===== config.mk =====
export PLATFORM = sky130hd
export DESIGN_NAME = rsa_lcl_host
export DESIGN_NICKNAME = d
export VERILOG_FILES = /design/src/rtl/rsa_lcl_host.sv
export SDC_FILE = /design/constraint.sdc
export NUM_CORES = 2
export LEC_CHECK = 0
export CORE_AREA = 2 2 429 431
export DETAILED_ROUTE_END_ITERATION = 7
export DIE_AREA = 0 0 431 433
export GPL_TIMING_DRIVEN = 0
export PLACE_DENSITY = 0.57
export REMOVE_ABC_BUFFERS = 1
export SYNTH_ARGS = -nofsm -noshare
export SYNTH_HDL_FRONTEND = slang
export SYNTH_SLANG_ARGS = --single-unit

===== constraint.sdc =====
create_clock -name clk -period 3.7 [get_ports clk]
set_input_delay 0.37 -clock clk [delete_from_list [all_inputs] [get_ports clk]]
set_output_delay 0.37 -clock clk [all_outputs]
set_load 0.005 [all_outputs]

===== src/rtl/rsa_lcl_host.sv =====
// rsa_lcl_host: packs a 96-word host operand stream into six 512-bit local-bus
// beats, captures the two-beat result and streams it back out as 32 words.
module rsa_lcl_host #(
  parameter int LCL_W  = 512,
  parameter int WORD_W = 32
) (
  input  logic              clk,
  input  logic              rst_n,
  input  logic [WORD_W-1:0] s_data,
  input  logic              s_valid,
  output logic              s_ready,
  output logic [WORD_W-1:0] m_data,
  output logic              m_valid,
  input  logic              m_ready,
  output logic [LCL_W-1:0]  lcl_dout,
  output logic              lcl_dv,
  input  logic [LCL_W-1:0]  lcl_din,
  input  logic              lcl_den,
  output logic              lcl_idone,
  output logic              busy,
  output logic              err_den
);

  localparam int WPB    = LCL_W / WORD_W;
  localparam int WC_W   = $clog2(WPB);
  localparam int RWORDS = 2 * LCL_W / WORD_W;
  localparam int RC_W   = $clog2(RWORDS);
  localparam int WSH    = $clog2(WORD_W);
  localparam int NBEATS = 6;

  typedef enum logic [2:0] {IDLE, FILL, SEND, WAIT_RES, CAP1, ACK, DRAIN} state_t;

  state_t                    state;
  logic [LCL_W-1:0]          pack;
  logic [2*LCL_W-1:0]        res;
  logic [WC_W-1:0]           word_cnt;
  logic [2:0]                beat_cnt;
  logic [RC_W-1:0]           drain_cnt;
  logic [RC_W-1:0]           drain_nxt;
  logic [$clog2(LCL_W)-1:0]  wr_idx;
  logic [$clog2(2*LCL_W)-1:0] rd_idx;
  logic                      den_q;
  logic                      den_rise;
  logic                      s_fire;
  logic                      m_fire;

  assign den_rise  = lcl_den & ~den_q;
  assign s_fire    = s_valid & s_ready;
  assign m_fire    = m_valid & m_ready;
  assign drain_nxt = drain_cnt + 1'b1;
  assign wr_idx    = {word_cnt, {WSH{1'b0}}};
  assign rd_idx    = {drain_nxt, {WSH{1'b0}}};
  // The pack register is driven straight out; the receiver samples it only on lcl_dv.
  assign lcl_dout  = pack;
  assign busy      = (state != IDLE);

  always_ff @(posedge clk or negedge rst_n) begin
    if (!rst_n) begin
      state     <= IDLE;
      pack      <= '0;
      res       <= '0;
      word_cnt  <= '0;
      beat_cnt  <= '0;
      drain_cnt <= '0;
      den_q     <= 1'b0;
      s_ready   <= 1'b0;
      lcl_dv    <= 1'b0;
      lcl_idone <= 1'b0;
      m_valid   <= 1'b0;
      m_data    <= '0;
      err_den   <= 1'b0;
    end else begin
      den_q     <= lcl_den;
      lcl_dv    <= 1'b0;
      lcl_idone <= 1'b0;
      // Only a fresh rising edge outside WAIT_RES counts as unexpected.
      if (den_rise && state != WAIT_RES) err_den <= 1'b1;
      unique case (state)
        IDLE, FILL: begin
          s_ready <= 1'b1;
          if (s_fire) begin
            pack[wr_idx +: WORD_W] <= s_data;
            word_cnt <= word_cnt + 1'b1;
            state    <= FILL;
            if (word_cnt == WC_W'(WPB - 1)) begin
              state   <= SEND;
              s_ready <= 1'b0;
              lcl_dv  <= 1'b1;
            end
          end
        end
        SEND: begin
          if (beat_cnt == 3'(NBEATS - 1)) begin
            beat_cnt <= '0;
            state    <= WAIT_RES;
          end else begin
            beat_cnt <= beat_cnt + 3'd1;
            s_ready  <= 1'b1;
            state    <= FILL;
          end
        end
        WAIT_RES: begin
          if (den_rise) begin
            res[LCL_W-1:0] <= lcl_din;
            state          <= CAP1;
          end
        end
        CAP1: begin
          res[2*LCL_W-1:LCL_W] <= lcl_din;
          lcl_idone            <= 1'b1;
          state                <= ACK;
        end
        ACK: begin
          m_valid   <= 1'b1;
          m_data    <= res[WORD_W-1:0];
          drain_cnt <= '0;
          state     <= DRAIN;
        end
        DRAIN: begin
          if (m_fire) begin
            drain_cnt <= drain_nxt;
            if (drain_cnt == RC_W'(RWORDS - 1)) begin
              m_valid <= 1'b0;
              m_data  <= '0;
              s_ready <= 1'b1;
              state   <= IDLE;
            end else begin
              m_data <= res[rd_idx +: WORD_W];
            end
          end
        end
        default: state <= IDLE;
      endcase
    end
  end

endmodule


## After elaboration in Yosys (flattened, before gate mapping)

Cells that the tools add are included.

| storage, ports and cells | value |
|---|---|
| register bits after elaboration | 1589 |
| input port bits | 549 |
| output and inout port bits | 550 |

| operators by class | value |
|---|---|
| add/sub/neg operators | 4 |
| equal/unequal tests | 15 |
| shift operators | 3 |
| multiplexer cells | 27 |
| bitwise operators | 4 |
| reductions and logical operators | 12 |

Operators by type and width:

| operator | number |
|---|---|
| 1024-bit by 11-bit indexed part select with 32-bit output | 1 |
| 512-bit bitwise mux | 1 |
| 32-bit by 11-bit variable shift with 512-bit output (first input constant) | 1 |
| 32-bit by 11-bit indexed part select with 512-bit output | 1 |
| 32-bit two-way mux | 2 |
| 32-bit case mux with 2 select lines | 1 |
| 3-bit case mux with 6 select lines | 1 |
| 3-bit two-way mux | 5 |
| 3-bit equality test (second input constant) | 4 |
| 1-bit two-way mux | 11 |
| 9-bit negation with 11-bit output | 1 |
| 2-bit inequality test (second input constant) | 5 |
| 5-bit case mux with 2 select lines | 1 |
| 4-bit AND reduction | 2 |
| 3-bit by 2-bit equality test with 1-bit output (second input constant) | 2 |
| 2-bit AND reduction | 3 |
| 3-bit nonzero test | 2 |
| 5-bit by 1-bit adder with 5-bit output (second input constant) | 1 |
| 5-bit equality test (second input constant) | 1 |
| 5-bit two-way mux | 1 |
| 4-bit by 1-bit adder with 4-bit output (second input constant) | 1 |
| 4-bit equality test (second input constant) | 1 |
| 2-bit two-way mux | 2 |
| 3-bit by 1-bit adder with 3-bit output (second input constant) | 1 |
| other kinds (11) | 13 |

## Logic depth before layout (Yosys ltp)

| depth | value |
|---|---|
| depth in word-level cells | 5 |
| mapped depth | 10 |
| depth with buffers taken out | 7 |

## Least setup slack after synthesis

No wires, ideal clock.

| timing path | value |
|---|---|
| kind | register to register |
| from | register word_cnt[0] |
| to | register pack[216] (netlist: lcl_dout[216]) |
| arrival | 2.429 ns |
| data required time | 3.575 ns |
| path slack | 1.147 ns |
| stages on the path, launching flop included | 10 |
| buffers on the path | 4 |
| clock period less this slack | 2.553 ns |
| path through | dfrtp_1 -> buf_2 -> inv_1 -> ha_1 -> clkbuf_1 -> nor3b_1 -> and2_1 -> clkbuf_2 -> buf_4 -> mux2_2 |

| on the way | value |
|---|---|
| word-level cells in the longest chain between the ends | 3 |
| elaborated cells between the ends (all ways) | 4 |
| those cells by class | 1 x add/sub; 2 x shift; 1 x mux |

Ends and longest elaborated chain:

| what | line | RTL |
|---|---|---|
| from (decl) | 36 | `logic [WC_W-1:0] word_cnt;` |
| from (signal assigned) | 83 | `word_cnt <= word_cnt + 1'b1;` |
| 9-bit negation with 11-bit output (*) | 82 | `pack[wr_idx +: WORD_W] <= s_data;` |
| 32-bit by 11-bit indexed part select with 512-bit output / 32-bit by 11-bit variable shift with 512-bit output (equally long branches) | 82 |  |
| 512-bit bitwise mux (*) | 82 |  |
| to (signal, indexed assignment) | 82 |  |
| to (decl) | 34 | `logic [LCL_W-1:0] pack;` |

Mark *: on every way between the ends. The rest lies on a longest branch, timed or not.
A chain may end at the register's enable or synchronous reset.

## Final worst setup path

| timing path | value |
|---|---|
| from | register drain_cnt[0] |
| to | register m_data[23] |

| on the way | value |
|---|---|
| word-level cells in the longest chain between the ends | 5 |
| elaborated cells between the ends (all ways) | 6 |
| those cells by class | 1 x add/sub; 1 x eq/ne; 1 x shift; 3 x mux |

Ends and longest elaborated chain:

| what | line | RTL |
|---|---|---|
| from (decl) | 38 | `logic [RC_W-1:0] drain_cnt;` |
| from (signal assigned) | 121 | `drain_cnt <= drain_nxt;` |
| 5-bit by 1-bit adder with 5-bit output | 50 | `assign drain_nxt = drain_cnt + 1'b1;` |
| 1024-bit by 11-bit indexed part select with 32-bit output | 128 | `m_data <= res[rd_idx +: WORD_W];` |
| 32-bit two-way mux (*) | 122 | `if (drain_cnt == RC_W'(RWORDS - 1)) begin` |
| 32-bit two-way mux (*) | 120 | `if (m_fire) begin` |
| 32-bit case mux with 2 select lines (*) | 78 | `unique case (state)` |
| to (signal assigned) | 115 | `m_data <= res[WORD_W-1:0];` |
| to (signal assigned) | 128 |  |
| to (decl) | 12 | `output logic [WORD_W-1:0] m_data,` |

Mark *: on every way between the ends. The rest lies on a longest branch, timed or not. The select of a mux whose other input is x is not followed.

==> run_results.csv <==
group,metric,value,unit
clocking,cts_buffers,178,
finish,drive_above_1_share,37.5,%
placement,dp_slack,-589,ps
global_routing,overflow,0,
worst_setup_path,worst_ep_required_time,4370,ps
global_routing,antenna_found_initial,180,
timing,finalClockSkew,25.8,ps
min_path,hold_class,"in2reg",
clocking,htreeDepth,4,
synthesis,ys_seq_area_share,58.1,%
timing,fmax,281,MHz
worst_setup_path,r2r_cells,11,
detailed_routing,ant_nets,0,
clocking,cts.sinks,1589,
power,peakVddDrop,0.000641,V
finish,fillCellCount,16000,
global_routing,grt_pass1_vias,45200,
timing,slew_violations,0,
floorplanning,dieArea,187000,um2
placement,dpl_cell_area,83400,um2
power,power-per-cell-area,796,nW/um2
detailed_routing,vias,43400,
clocking,cts-root-buf,"clkbuf_16",
finish,layout.nets,6139,
floorplanning,io_pins,1099,
timing,finalSetupViolations,0,
min_path,min_to,"res[220]",
floorplanning,rows,157,
synthesis,post_synth.cell_area_avg,15.1,um2
global_routing,grt_start_max_net_pins,174,
floorplanning,die_height,433,um
global_routing,grt.total_usage,24.0,%
synthesis,synth_cell_types,48,
synthesis,synth_top_area_cell,"dfrtp_1",
detailed_routing,drc,0,
synthesis,syn_area,68400,um2
timing,fin_crit,3560,ps
finish,final_area,89400,um2
clocking,path_clk_slew,60,ps
worst_setup_path,critPathCaptureType,"flip-flop",
clocking,cts_tree,"yes",
timing,timing.slew.headroom,17.6,%
clocking,clk_path_buf_depth,3,
worst_setup_path,reg2reg_from,"drain_cnt[0]",
synthesis,synth_edf_count,0,
detailed_routing,viasPerCell,5.31,
min_path,hp-start,"lcl_din[220]",
worst_setup_path,path_class,"reg2reg",
worst_setup_path,reg2reg_slack,140,ps
placement,gp_congestion,0.795,
synthesis,synth_area_leaders,"dfrtp_1 (58%), mux2_2 (25%), mux4_2 (6.3%)",
floorplanning,core,182000,um2
timing,rsz0062_at_grt,"false",
synthesis,synth_top_area_share,58.1,%
synthesis,synthArstFlopShare,100,%
outcome,status,"complete, no violations",
timing,worst_pin_slew,1230,ps
power,p_leak,38.3,nW
worst_setup_path,worstPathArrival,4230,ps
synthesis,syn-instance-count,4542,
timing,fin_setup_tns,0,ps
detailed_routing,wl,227000,um
worst_setup_path,timing.rr.end,"m_data[23]",
placement,port_buffers,1098,
timing,fin_crit_sh,96.3,%
finish,final_core_util,49.1,%
synthesis,ys_ff_latch,1589,
timing,holdWs,188,ps
synthesis,ys.flop_type,"dfrtp_1",
placement,dp_hpwl,163000,um
detailed_routing,first_pass_iters,5,
floorplanning,die_x,431,um
timing,layout_setup_ws,138,ps
floorplanning,initial_core_util,37.6,%
detailed_routing,routedWlPerCell,27.7,um
detailed_routing,drtIter0Drc,2312,
synthesis,ys_warn_count,0,
worst_setup_path,worst-path-max-fanout,48,
timing,finalHoldViolations,0,
finish,areaGrowthSynthToFinish,30.7,%
min_path,hold_path_depth,2,
worst_setup_path,crit_path_start_kind,"flip-flop",
clocking,clock_latency,810,ps
global_routing,grt_pass1_wl,326000,um
job,drv_cap,0,
state kept, by name, summed over array words and instances (netlist names):
| name | cells |
|---|---|
| drain_cnt | 5 |
| beat_cnt | 3 |
| den_q | 1 |
| lcl_idone | 1 |
| m_data | 32 |
| word_cnt | 4 |
| state | 3 |
| lcl_dout | 512 |
| s_ready | 1 |
| m_valid | 1 |
| res | 1024 |
| lcl_dv | 1 |
| err_den | 1 |
synthesized netlist by cell type, types with 8 or more instances:
| cell type | number |
|---|---|
| o21ai_0 | 61 |
| mux4_2 | 192 |
| mux2i_1 | 65 |
| buf_2 | 170 |
| a2111oi_0 | 32 |
| and2_1 | 34 |
| a31oi_1 | 8 |
| o31ai_1 | 52 |
| mux2_2 | 1540 |
| mux2_1 | 8 |
| nor4_1 | 29 |
| buf_4 | 19 |
| dfrtp_1 | 1589 |
| clkbuf_1 | 145 |
| a22oi_1 | 32 |
| buf_1 | 13 |
| o22ai_1 | 30 |
| nor2b_1 | 37 |
| nand3_1 | 12 |
| nor2_1 | 103 |
| a221o_1 | 35 |
| o21ai_1 | 16 |
| nand2_1 | 159 |
| and3_1 | 95 |
timing repair:
| action | in CTS | in global routing |
|---|---|---|
| resized for setup | 2 | 1 |
| hold buffers | 4 | 0 |
| setup endpoints to repair | 32 | 112 |
| cloned | 0 | 1 |
| endpoints found under the hold margin | 285 | 0 |
| buffers inserted | 3 | 0 |
| pin swaps | 1 | 1 |
metrics by stage:
step                power, mW  std cells
global placement         53.3       7672
CTS                      72.0       8108
finish                   71.2       8175
detailed placement       54.3       7781
floorplan                44.3       4189
global route             75.3       8163
metal layers:
metal  global-route usage (%)  up-vias  routed length [um]
met4                     11.3      134               10000
met2                     41.7     1110              117000
met1                     26.8    22800               84200
li1                         -    18800                   -
met3                     7.39      533               15100
met5                        0        -                 820
cells in the final DEF (no fill, tap or decap), types with 58 or more instances in the layout:
master           count
mux4_2             192
o21ai_0             59
dfrtp_1           1587
and3_1              95
diode_2             66
clkbuf_1            58
mux2i_1             64
clkbuf_16          182
mux2_2            1540
clkdlybuf4s50_1   1097
nor2_1              97
nand2_1            150
worst max-delay path: stages, from the launching register on:
cell	delay, ps
dfrtp_4	500
buf_16	220
ha_4	250
and3_1	190
ha_4	480
buf_16	300
nor2_4	180
buf_12	270
buf_16	170
a221o_1	310
o21ai_0	370
o21ai_0	150
worst max-delay path by stage:
stage / endpoint / cells after the start / slack [ps] / start
final: m_data[23] / 11 / 140 / drain_cnt[0]
after global routing: lcl_dout[195] / 5 / 9 / word_cnt[0]
after CTS: m_data[23] / 11 / 60 / drain_cnt[0]
after detailed placement: m_data[0] / 11 / -590 / drain_cnt[0]
after global placement: res[181] / 1 / -72850 / rst_n
after floorplan: res[1000] / 3 / -20630 / state[2]
logic make-up after synthesis:
family / after synthesis / share of synthesized area, %
AND/OR/NAND/NOR: 495 / 3.59
XOR/XNOR: 8 / 0.102
adder cells (fa/ha/maj): 6 / 0.110
flip-flops: 1589 / 58.1
buffers and inverters: 357 / 2.42
AO/OA/AOI/OAI: 282 / 2.92
multiplexers: 1805 / 32.7
power breakdown:
part,total (mW),switching [mW],leakage [nW],internal [mW]
clock network,17.4,7.29,2.81,10.1
registers,29.0,3.95,19.9,25.0
logic,24.8,9.67,15.5,15.2
total,71.2,20.9,38.3,50.3
final cells by class:
cell class | instances | area [um2] | share of cell area, %
clock buffer | 280 | 5310 | 5.94
clock inverter | 40 | 402 | 0.449
tap | 2385 | 2980 | 3.34
timing repair buffer | 1215 | 13600 | 15.2
inverter | 4 | 15.0 | 0.0168
multi-input combinational | 2596 | 27200 | 30.4
antenna | 66 | 165 | 0.185
sequential | 1589 | 39800 | 44.5
No activity file was read; power rests on OpenSTA's default activity.
